`src/rtl/vid_timing.sv`:
```
// Video framing stage: turns the retimed pixel stream plus blanking levels into
// coordinate-tagged pixels, boundary strobes, geometry measurements and sticky error flags.
module vid_timing #(
    parameter int EXP_WIDTH  = 320,
    parameter int EXP_HEIGHT = 256,
    parameter int CW         = 11
) (
    input  logic          clk,
    input  logic          rst,
    input  logic [11:0]   vid_pixel,
    input  logic          vid_pixsync,
    input  logic          vid_hblank,
    input  logic          vid_vblank,
    input  logic          err_clear,
    output logic [11:0]   out_pixel,
    output logic          out_valid,
    output logic [CW-1:0] out_x,
    output logic [CW-1:0] out_y,
    output logic          frame_start,
    output logic          frame_end,
    output logic          line_end,
    output logic [CW-1:0] last_width,
    output logic [CW-1:0] last_height,
    output logic [31:0]   frame_count,
    output logic          err_width,
    output logic          err_height,
    output logic          err_ovf
);

    localparam logic [CW-1:0] CMAX  = {CW{1'b1}};
    localparam logic [CW-1:0] ONE   = {{(CW-1){1'b0}}, 1'b1};
    localparam logic [CW-1:0] EXP_W = CW'(EXP_WIDTH);
    localparam logic [CW-1:0] EXP_H = CW'(EXP_HEIGHT);

    typedef enum logic [1:0] {
        ST_SYNC,
        ST_VBLANK,
        ST_HBLANK,
        ST_LINE
    } state_t;

    state_t        r_state;
    state_t        w_next_state;

    logic          r_hb_q;
    logic          r_vb_q;
    logic [CW-1:0] r_x;
    logic [CW-1:0] r_y;

    logic [11:0]   r_out_pixel;
    logic          r_out_valid;
    logic [CW-1:0] r_out_x;
    logic [CW-1:0] r_out_y;
    logic          r_frame_start;
    logic          r_frame_end;
    logic          r_line_end;
    logic [CW-1:0] r_last_width;
    logic [CW-1:0] r_last_height;
    logic [31:0]   r_frame_count;
    logic          r_err_width;
    logic          r_err_height;
    logic          r_err_ovf;

    logic          w_hb_rise;
    logic          w_hb_fall;
    logic          w_vb_rise;
    logic          w_vb_fall;
    logic          w_accept;
    logic          w_start_frame;
    logic          w_start_line;
    logic          w_close_line;
    logic          w_close_frame;
    logic [CW-1:0] w_pix_x;
    logic          w_x_sat;
    logic [CW-1:0] w_x_next;
    logic          w_y_sat;
    logic [CW-1:0] w_y_next;
    logic [CW-1:0] w_height;
    logic          w_set_width;
    logic          w_set_height;
    logic          w_set_ovf;

    assign w_hb_rise = vid_hblank & ~r_hb_q;
    assign w_hb_fall = ~vid_hblank & r_hb_q;
    assign w_vb_rise = vid_vblank & ~r_vb_q;
    assign w_vb_fall = ~vid_vblank & r_vb_q;

    always_comb begin
        w_next_state  = r_state;
        w_accept      = 1'b0;
        w_start_frame = 1'b0;
        w_start_line  = 1'b0;
        w_close_line  = 1'b0;
        w_close_frame = 1'b0;
        case (r_state)
            ST_SYNC: begin
                if (vid_vblank) begin
                    w_next_state = ST_VBLANK;
                end
            end
            ST_VBLANK: begin
                if (w_vb_fall) begin
                    w_start_frame = 1'b1;
                    w_next_state  = ST_HBLANK;
                end
            end
            ST_HBLANK: begin
                if (w_vb_rise) begin
                    w_close_frame = 1'b1;
                    w_next_state  = ST_VBLANK;
                end else if (w_hb_fall && !vid_vblank) begin
                    // a pixel arriving with the hblank fall is the first pixel of the line
                    w_start_line = 1'b1;
                    w_accept     = vid_pixsync;
                    w_next_state = ST_LINE;
                end
            end
            ST_LINE: begin
                w_accept = vid_pixsync & ~vid_hblank & ~vid_vblank;
                if (w_vb_rise) begin
                    w_close_line  = 1'b1;
                    w_close_frame = 1'b1;
                    w_next_state  = ST_VBLANK;
                end else if (w_hb_rise) begin
                    w_close_line = 1'b1;
                    w_next_state = ST_HBLANK;
                end
            end
            default: begin
                w_next_state = ST_SYNC;
            end
        endcase
    end

    assign w_pix_x  = w_start_line ? '0 : r_x;
    assign w_x_sat  = (w_pix_x == CMAX);
    assign w_x_next = w_x_sat ? w_pix_x : w_pix_x + ONE;
    assign w_y_sat  = (r_y == CMAX);
    assign w_y_next = w_y_sat ? r_y : r_y + ONE;

    // a frame closing from LINE also counts the line closed in the same cycle
    assign w_height     = w_close_line ? w_y_next : r_y;
    assign w_set_width  = w_close_line && (r_x != EXP_W);
    assign w_set_height = w_close_frame && (w_height != EXP_H);
    assign w_set_ovf    = (w_accept && w_x_sat) || (w_close_line && w_y_sat);

    always_ff @(posedge clk or negedge rst) begin
        if (!rst) begin
            r_state <= ST_SYNC;
            r_hb_q  <= 1'b0;
            r_vb_q  <= 1'b0;
            r_x     <= '0;
            r_y     <= '0;
        end else begin
            r_state <= w_next_state;
            r_hb_q  <= vid_hblank;
            r_vb_q  <= vid_vblank;
            if (w_accept) begin
                r_x <= w_x_next;
            end else if (w_start_line) begin
                r_x <= '0;
            end
            if (w_start_frame) begin
                r_y <= '0;
            end else if (w_close_line) begin
                r_y <= w_y_next;
            end
        end
    end

    always_ff @(posedge clk or negedge rst) begin
        if (!rst) begin
            r_out_valid   <= 1'b0;
            r_out_pixel   <= '0;
            r_out_x       <= '0;
            r_out_y       <= '0;
            r_frame_start <= 1'b0;
            r_frame_end   <= 1'b0;
            r_line_end    <= 1'b0;
        end else begin
            r_out_valid   <= w_accept;
            r_frame_start <= w_start_frame;
            r_frame_end   <= w_close_frame;
            r_line_end    <= w_close_line;
            if (w_accept) begin
                r_out_pixel <= vid_pixel;
                r_out_x     <= w_pix_x;
                r_out_y     <= r_y;
            end
        end
    end

    // error flags: a set in the same cycle as err_clear wins
    always_ff @(posedge clk or negedge rst) begin
        if (!rst) begin
            r_last_width  <= '0;
            r_last_height <= '0;
            r_frame_count <= '0;
            r_err_width   <= 1'b0;
            r_err_height  <= 1'b0;
            r_err_ovf     <= 1'b0;
        end else begin
            if (w_close_line) begin
                r_last_width <= r_x;
            end
            if (w_close_frame) begin
                r_last_height <= w_height;
                r_frame_count <= r_frame_count + 32'd1;
            end
            r_err_width  <= (r_err_width  & ~err_clear) | w_set_width;
            r_err_height <= (r_err_height & ~err_clear) | w_set_height;
            r_err_ovf    <= (r_err_ovf    & ~err_clear) | w_set_ovf;
        end
    end

    assign out_pixel   = r_out_pixel;
    assign out_valid   = r_out_valid;
    assign out_x       = r_out_x;
    assign out_y       = r_out_y;
    assign frame_start = r_frame_start;
    assign frame_end   = r_frame_end;
    assign line_end    = r_line_end;
    assign last_width  = r_last_width;
    assign last_height = r_last_height;
    assign frame_count = r_frame_count;
    assign err_width   = r_err_width;
    assign err_height  = r_err_height;
    assign err_ovf     = r_err_ovf;

endmodule

```
`config.mk`:
```
export PLATFORM = sky130hd
export DESIGN_NAME = vid_timing
export DESIGN_NICKNAME = d
export VERILOG_FILES = /design/src/rtl/vid_timing.sv
export SDC_FILE = /design/constraint.sdc
export NUM_CORES = 1
export LEC_CHECK = 0
export CORE_UTILIZATION = 51
export CTS_CLUSTER_SIZE = 8
export DETAILED_ROUTE_END_ITERATION = 10
export GPL_ROUTABILITY_DRIVEN = 0
export PLACE_DENSITY = 0.85
export SYNTH_ARGS = -nofsm -noshare
export SYNTH_HDL_FRONTEND = slang
export SYNTH_SLANG_ARGS = --single-unit
```
`constraint.sdc`:
```
create_clock -name clk -period 2.95 [get_ports clk]
set_clock_uncertainty 0.15 [all_clocks]
set_input_delay 0.295 -clock clk [delete_from_list [all_inputs] [get_ports clk]]
set_output_delay 0.295 -clock clk [all_outputs]
set_load 0.03 [all_outputs]
```
==> results of run 1 <==
[per-layer routing]
layer / global-route usage [%] / wire length [µm]
met5: 0 / 0
met4: 10.5 / 282
met3: 5.83 / 763
met2: 40.8 / 6350
met1: 32.0 / 5330
[state kept, by name, summed over array words and instances (netlist names)]
name	count
err_height	1
err_ovf	1
err_width	1
frame_count	32
frame_end	1
frame_start	1
last_height	11
last_width	11
line_end	1
out_pixel	12
out_valid	1
out_x	11
out_y	11
r_hb_q	1
r_state	2
r_vb_q	1
r_x	11
r_y	11
[logic make-up after synthesis]
kind of cell	Yosys count	share of synthesized area, %
AND/OR/NAND/NOR	210	19.1
flip-flops	121	57.2
AO/OA/AOI/OAI	63	8.65
XOR/XNOR	43	7.11
buffers and inverters	38	3.50
multiplexers	18	3.71
adder cells (fa/ha/maj)	3	0.709
[timing repair]
item | 4_1_cts | 5_1_grt
gates resized for setup | 0 | 0
hold buffers | 1 | 0
hold endpoints to repair | 35 | 0
[stage by stage]
step	setup slack, ps	hold WS, ps	util, %	power (µW)	std cells
3_5_place_dp	58.2	132	66.2	3500	732
5_1_grt	175	156	72.7	5930	764
2_1_floorplan	705	-151	-	2910	496
3_3_place_gp	240	127	66.2	3450	732
4_1_cts	372	136	72.7	5730	764
6_report	372	129	72.7	5700	764
[cell usage in the layout (no fill, tap or decap), drive strengths merged, types with 4 or more instances in the layout]
master,instances
a2111oi,5
a211oi,6
a21oi,6
a22o,8
and2,4
and4,5
buf,12
bufinv,5
clkbuf,19
clkdlybuf4s50,111
clkinv,5
dfrtp,121
inv,18
mux2,13
mux2i,5
nand2,107
nand3,16
nand4,19
nor2,32
nor3,6
o21ai,24
or3,5
xnor2,35
xor2,8
[layout make-up]
type	instances	area [µm²]	share of cell area, %
clock buffer	19	442	6.13
clock inverter	12	198	2.74
inverter	18	67.6	0.938
multi-input combinational	337	2080	28.9
sequential	121	3030	42.0
tap	133	166	2.31
timing repair buffer	124	1220	17.0
[critical path, delay by kind of cell, from the launching register on]
family	cells	cell delay (ps)
XOR/XNOR	1	220
AO/OA/AOI/OAI	3	1280
flip-flops	1	520
AND/OR/NAND/NOR	1	260
[where the power goes]
group | leakage [µW] | internal, µW | switching [µW]
combinational | 0.00129 | 568 | 778
sequential | 0.00161 | 1910 | 229
clock | 0.000310 | 1490 | 722
[worst max path at each step]
stage | from | to | slack, ps | cells past startpoint
finish | r_state[1]$_DFFE_PN0P_ | err_height$_DFF_PN0_ | 370 | 5
CTS | r_state[0]$_DFFE_PN0P_ | r_x[1]$_DFF_PN0_ | 370 | 8
floorplan | frame_count[4]$_DFFE_PN0P_ | frame_count[21]$_DFFE_PN0P_ | 710 | 5
detailed placement | vid_vblank | r_x[1]$_DFF_PN0_ | 60 | 9
global route | r_state[1]$_DFFE_PN0P_ | err_height$_DFF_PN0_ | 180 | 5
global placement | vid_vblank | r_x[1]$_DFF_PN0_ | 240 | 9
==> summary.md, run 1 <==
- status: complete, no violations
- quantity of I/O buffers inserted on ports: 112
- root buffer selected by CTS: clkbuf_8
- share of flip-flops with an asynchronous set or reset after synthesis: 100%
- HPWL reported at the end of detailed placement: 8580 µm
- Filler cells: 688
- tightest slew margin relative to the limit: 54.2%
- TritonCTS clock tree: built
- Post-DP Area: 6560 µm²
- initial core utilization: 53.4%
- final std cell area, no fill: 7210 µm²
- unrepaired setup endpoints after global routing: false
- minimum clock period: 2580 ps
- number of global-route vias before repair: 4,326
- delay of the slowest cell on the worst path: 610 ps
- slowest cell on the critical path: a2111oi_0
- endpoint kind of the worst setup timing path: register
- total wirelength of the detailed-routed design: 12,700 µm
- final worst path period share: 87.4%
- Max clock buf depth: 2
- final number of setup-violating endpoints: 0
- source-to-sink clock delay at the later pin of the worst-skew pair: 520 ps
- transition time at the pin with the least slew margin: 677 ps
- most common cell in the synthesized netlist: dfrtp_1
- number of cell rows: 36
- number of synthesized register bits: 121
- Die Width: 104 µm
- share of the synthesized area in the top cell type: 57.2%
- register-to-register setup slack: 370 ps
- iteration count of the initial detailed-routing pass: 5
- commonest register cell after synthesis: dfrtp_1
- leading post-synthesis cells by instance count: dfrtp_1, nand2_1, xnor2_1, nor2_1, o21ai_0
- clock-pin slew of the registers on the worst-case setup and hold paths: 60 ps
- Synthesized Nets: 517
- top-level I/O count: 113
- H-tree depth reported by CTS: 4
- wire length of the first global-routing pass: 21,400 µm
- logic depth of the worst register-to-register path: 5
- top area cells in the synthesized netlist: dfrtp_1, nand2_1, xnor2_1
- path type of the worst setup path: reg2reg
- Final Hold Violating Endpoints: 0
- antenna cell count: 0
- global route total overflow: 0
- total track usage: 24.9%
- share of cells above drive strength 1: 11.4%
- peak fanout along the critical path: 10
- largest voltage drop on the vdd net: 0.586 mV
- initial antenna violation count: 0
- cell-by-cell trace of the critical path: nand4_1 -> a2111oi_0 -> xor2_1 -> a2111oi_0 -> a31oi_1
- largest net degree at the start of global routing: 63
- WP data required: 3160 ps
- syn_area_per_cell: 10.7 µm²
- Nets: 640
- signal arrival time at the worst endpoint: 2790 ps
- die area: 10,800 µm²
- core region area: 9910 µm²
- power density over cell area: 792 nW/µm²
- number of maximum-capacitance constraint violations: 0
- post-CTS setup buffer count: 0
- via density per instance: 5.58
- number of buffers added by the clock tree synthesis step: 17
- worst reg2reg path endpoint: err_height$_DFF_PN0_
- launch point of the worst reg-to-reg path: r_state[1]$_DFFE_PN0P_
- standby leakage power: 0.00321 µW
- vias post-DR: 4,264
- average routed wire per standard cell: 16.7 µm
- CTS Sinks: 121
- Critical Path Source Type: register
- cell type with the highest aggregate area in the netlist: dfrtp_1
- setup TNS: 0 ps
- number of cells produced by synthesis: 496
- share of synthesized area occupied by flip-flops and latches: 57.2%
- worst min-delay path category: in2async
- synthesis-to-layout area growth: 36.1%
- post-synthesis cell type count: 60
- ANT nets after route: 0
- Post-Syn Area: 5290 µm²
- Vert. Die Dim: 104 µm
- dominant cell type by count on the critical path: a2111oi_0
- Detailed Route Iter0 Violations: 222
- DRC Markers: 0
- Post-synth EDFFs: 0
- number of pins exceeding their max-slew limit in the final report: 0
- Yosys warning total: 0
- FMAX: 388 MHz
Note: power is estimated with default switching activity, not from simulation.
==> run 2: changes to the inputs <==
ABC_CLOCK_PERIOD_IN_PS = 2950   (was unset)
HOLD_SLACK_MARGIN = 0.08   (was unset)
SETUP_SLACK_MARGIN = 0.2   (was unset)
==> run 2 against run 1 <==
  * Sequential power about the same
  * Non-clock buffer count unchanged
  * Sequential cell count is the same
  * Critical path depth is 4 higher
  * Setup slack worse by 5.1 ps
  * Total power down 0.11%
  * Fmax fell by 0.20%
  * Critical endpoint is now r_x[1]$_DFF_PN0_
  * Largest cell class unchanged
  * Largest power group unchanged
  * Highest routed layer unchanged
==> summary.md, run 2 (synthesis results as in run 1) <==
- status: complete, no violations
- tightest slew margin relative to the limit: 53.4%
- met3 layer usage reported by global route: 5.83%
- root buffer selected by CTS: clkbuf_8
- endpoint kind of the worst setup timing path: register
- die area: 10,800 µm²
- largest voltage drop on the vdd net: 0.586 mV
- global-route track usage on met2: 40.8%
- vias post-DR: 4,260
- final worst path period share: 87.5%
- Max clock buf depth: 2
- H-tree depth reported by CTS: 4
- Final Hold Violating Endpoints: 0
- Critical Path Source Type: register
- HPWL reported at the end of detailed placement: 8580 µm
- Vert. Die Dim: 104 µm
- worst min-delay path category: in2async
- met1 Resource Use GR: 32.0%
- top-level I/O count: 113
- ANT nets after route: 0
- source-to-sink clock delay at the later pin of the worst-skew pair: 510 ps
- peak fanout along the critical path: 7
- setup TNS: 0 ps
- Nets: 640
- initial antenna violation count: 0
- Die Width: 104 µm
- Detailed Route Iter0 Violations: 241
- antenna cell count: 0
- Design Power: 5700 µW
- number of maximum-capacitance constraint violations: 0
- standby leakage power: 0.00321 µW
- register-to-register setup slack: 370 ps
- post-CTS setup buffer count: 0
- number of buffers added by the clock tree synthesis step: 17
- core region area: 9910 µm²
- wire length of the first global-routing pass: 21,400 µm
- total wirelength of the detailed-routed design: 12,700 µm
- cell-by-cell trace of the critical path: inv_1 -> nand4_1 -> nand2_1 -> inv_1 -> ha_1 -> nand4_1 -> nor2_1 -> a21oi_2 -> mux2_1
- unrepaired setup endpoints after global routing: false
- transition time at the pin with the least slew margin: 690 ps
- path type of the worst setup path: reg2reg
- via density per instance: 5.58
- largest net degree at the start of global routing: 63
- most common cell after layout, fill and taps aside: dfrtp_1
- kind of cell adding the most delay to the critical path: simple AND/OR/NAND/NOR gates
- busiest metal layer after global routing: met2
- highest-count cells in the layout ignoring fill and taps: dfrtp_1, clkdlybuf4s50_1, nand2_1
- synthesis-to-layout area growth: 36.1%
- initial core utilization: 53.4%
- number of cell rows: 36
- average routed wire per standard cell: 16.7 µm
- WP buf/inv: 2
- WP data required: 3190 ps
- clock-pin slew of the registers on the worst-case setup and hold paths: 60 ps
- FMAX: 387 MHz
- total track usage: 24.9%
- number of global-route vias before repair: 4,326
- CTS Sinks: 121
- minimum clock period: 2580 ps
- worst reg2reg path endpoint: r_x[1]$_DFF_PN0_
- logic depth of the worst register-to-register path: 9
- final number of setup-violating endpoints: 0
- signal arrival time at the worst endpoint: 2820 ps
- quantity of I/O buffers inserted on ports: 112
- slowest cell on the critical path: dfrtp_1
- max reg flops: 32
- number of pins exceeding their max-slew limit in the final report: 0
- iteration count of the initial detailed-routing pass: 5
- global route total overflow: 0
- utilization after layout: 72.7%
- share of cells above drive strength 1: 11.4%
- DRC Markers: 0
- power density over cell area: 791 nW/µm²
- launch point of the worst reg-to-reg path: r_state[0]$_DFFE_PN0P_
- TritonCTS clock tree: built
- delay of the slowest cell on the worst path: 470 ps
==> run 2: metal layers <==
metal  up-vias  wire length (µm)
met2       177              6400
met3        25               670
met5         -                 0
met4         0               252
li1       1949                 -
met1      2109              5410
==> run 2: where the power goes <==
part           leakage [µW]  switching (µW)  total [µW]  internal [µW]
clock              0.000310             717        2210           1490
sequential          0.00161             229        2140           1910
combinational       0.00129             778        1350            568
total               0.00321            1720        5700           3970
==> run 2: how the worst max path moves through the flow <==
stage	from	endpoint	slack (ps)	depth (start not counted)
2_1_floorplan	frame_count[4]$_DFFE_PN0P_	frame_count[21]$_DFFE_PN0P_	710	5
3_3_place_gp	vid_vblank	r_x[1]$_DFF_PN0_	240	9
3_5_place_dp	vid_vblank	r_x[1]$_DFF_PN0_	60	9
4_1_cts	r_state[0]$_DFFE_PN0P_	r_x[1]$_DFF_PN0_	370	8
5_1_grt	r_state[0]$_DFFE_PN0P_	r_x[1]$_DFF_PN0_	210	8
6_report	r_state[0]$_DFFE_PN0P_	r_x[1]$_DFF_PN0_	370	9
==> run 2: final cells by class <==
| cell class | instances | area, µm² |
|---|---|---|
| Sequential cell | 121 | 3030 |
| Fill cell | 687 | 2700 |
| Multi-Input combinational cell | 337 | 2080 |
| Timing Repair Buffer | 124 | 1220 |
| Clock buffer | 19 | 442 |
| Clock inverter | 12 | 198 |
| Tap cell | 133 | 166 |
| Inverter | 18 | 67.6 |
==> run 2: what timing repair did <==
action	CTS	global route
gates resized for setup	0	1
hold buffers	1	0
endpoints found under the hold margin	121	0
setup endpoints to repair	0	1
==> run 2: stage by stage <==
| step | instance area (µm²) | hold slack [ps] | setup slack [ps] | instances |
|---|---|---|---|---|
| after floorplan | 5290 | -151 | 705 | 496 |
| after global placement | 6560 | 127 | 240 | 732 |
| after detailed placement | 6560 | 132 | 58.2 | 732 |
| after CTS | 7210 | 136 | 372 | 764 |
| after global routing | 7210 | 156 | 212 | 764 |
| final | 7210 | 134 | 367 | 764 |
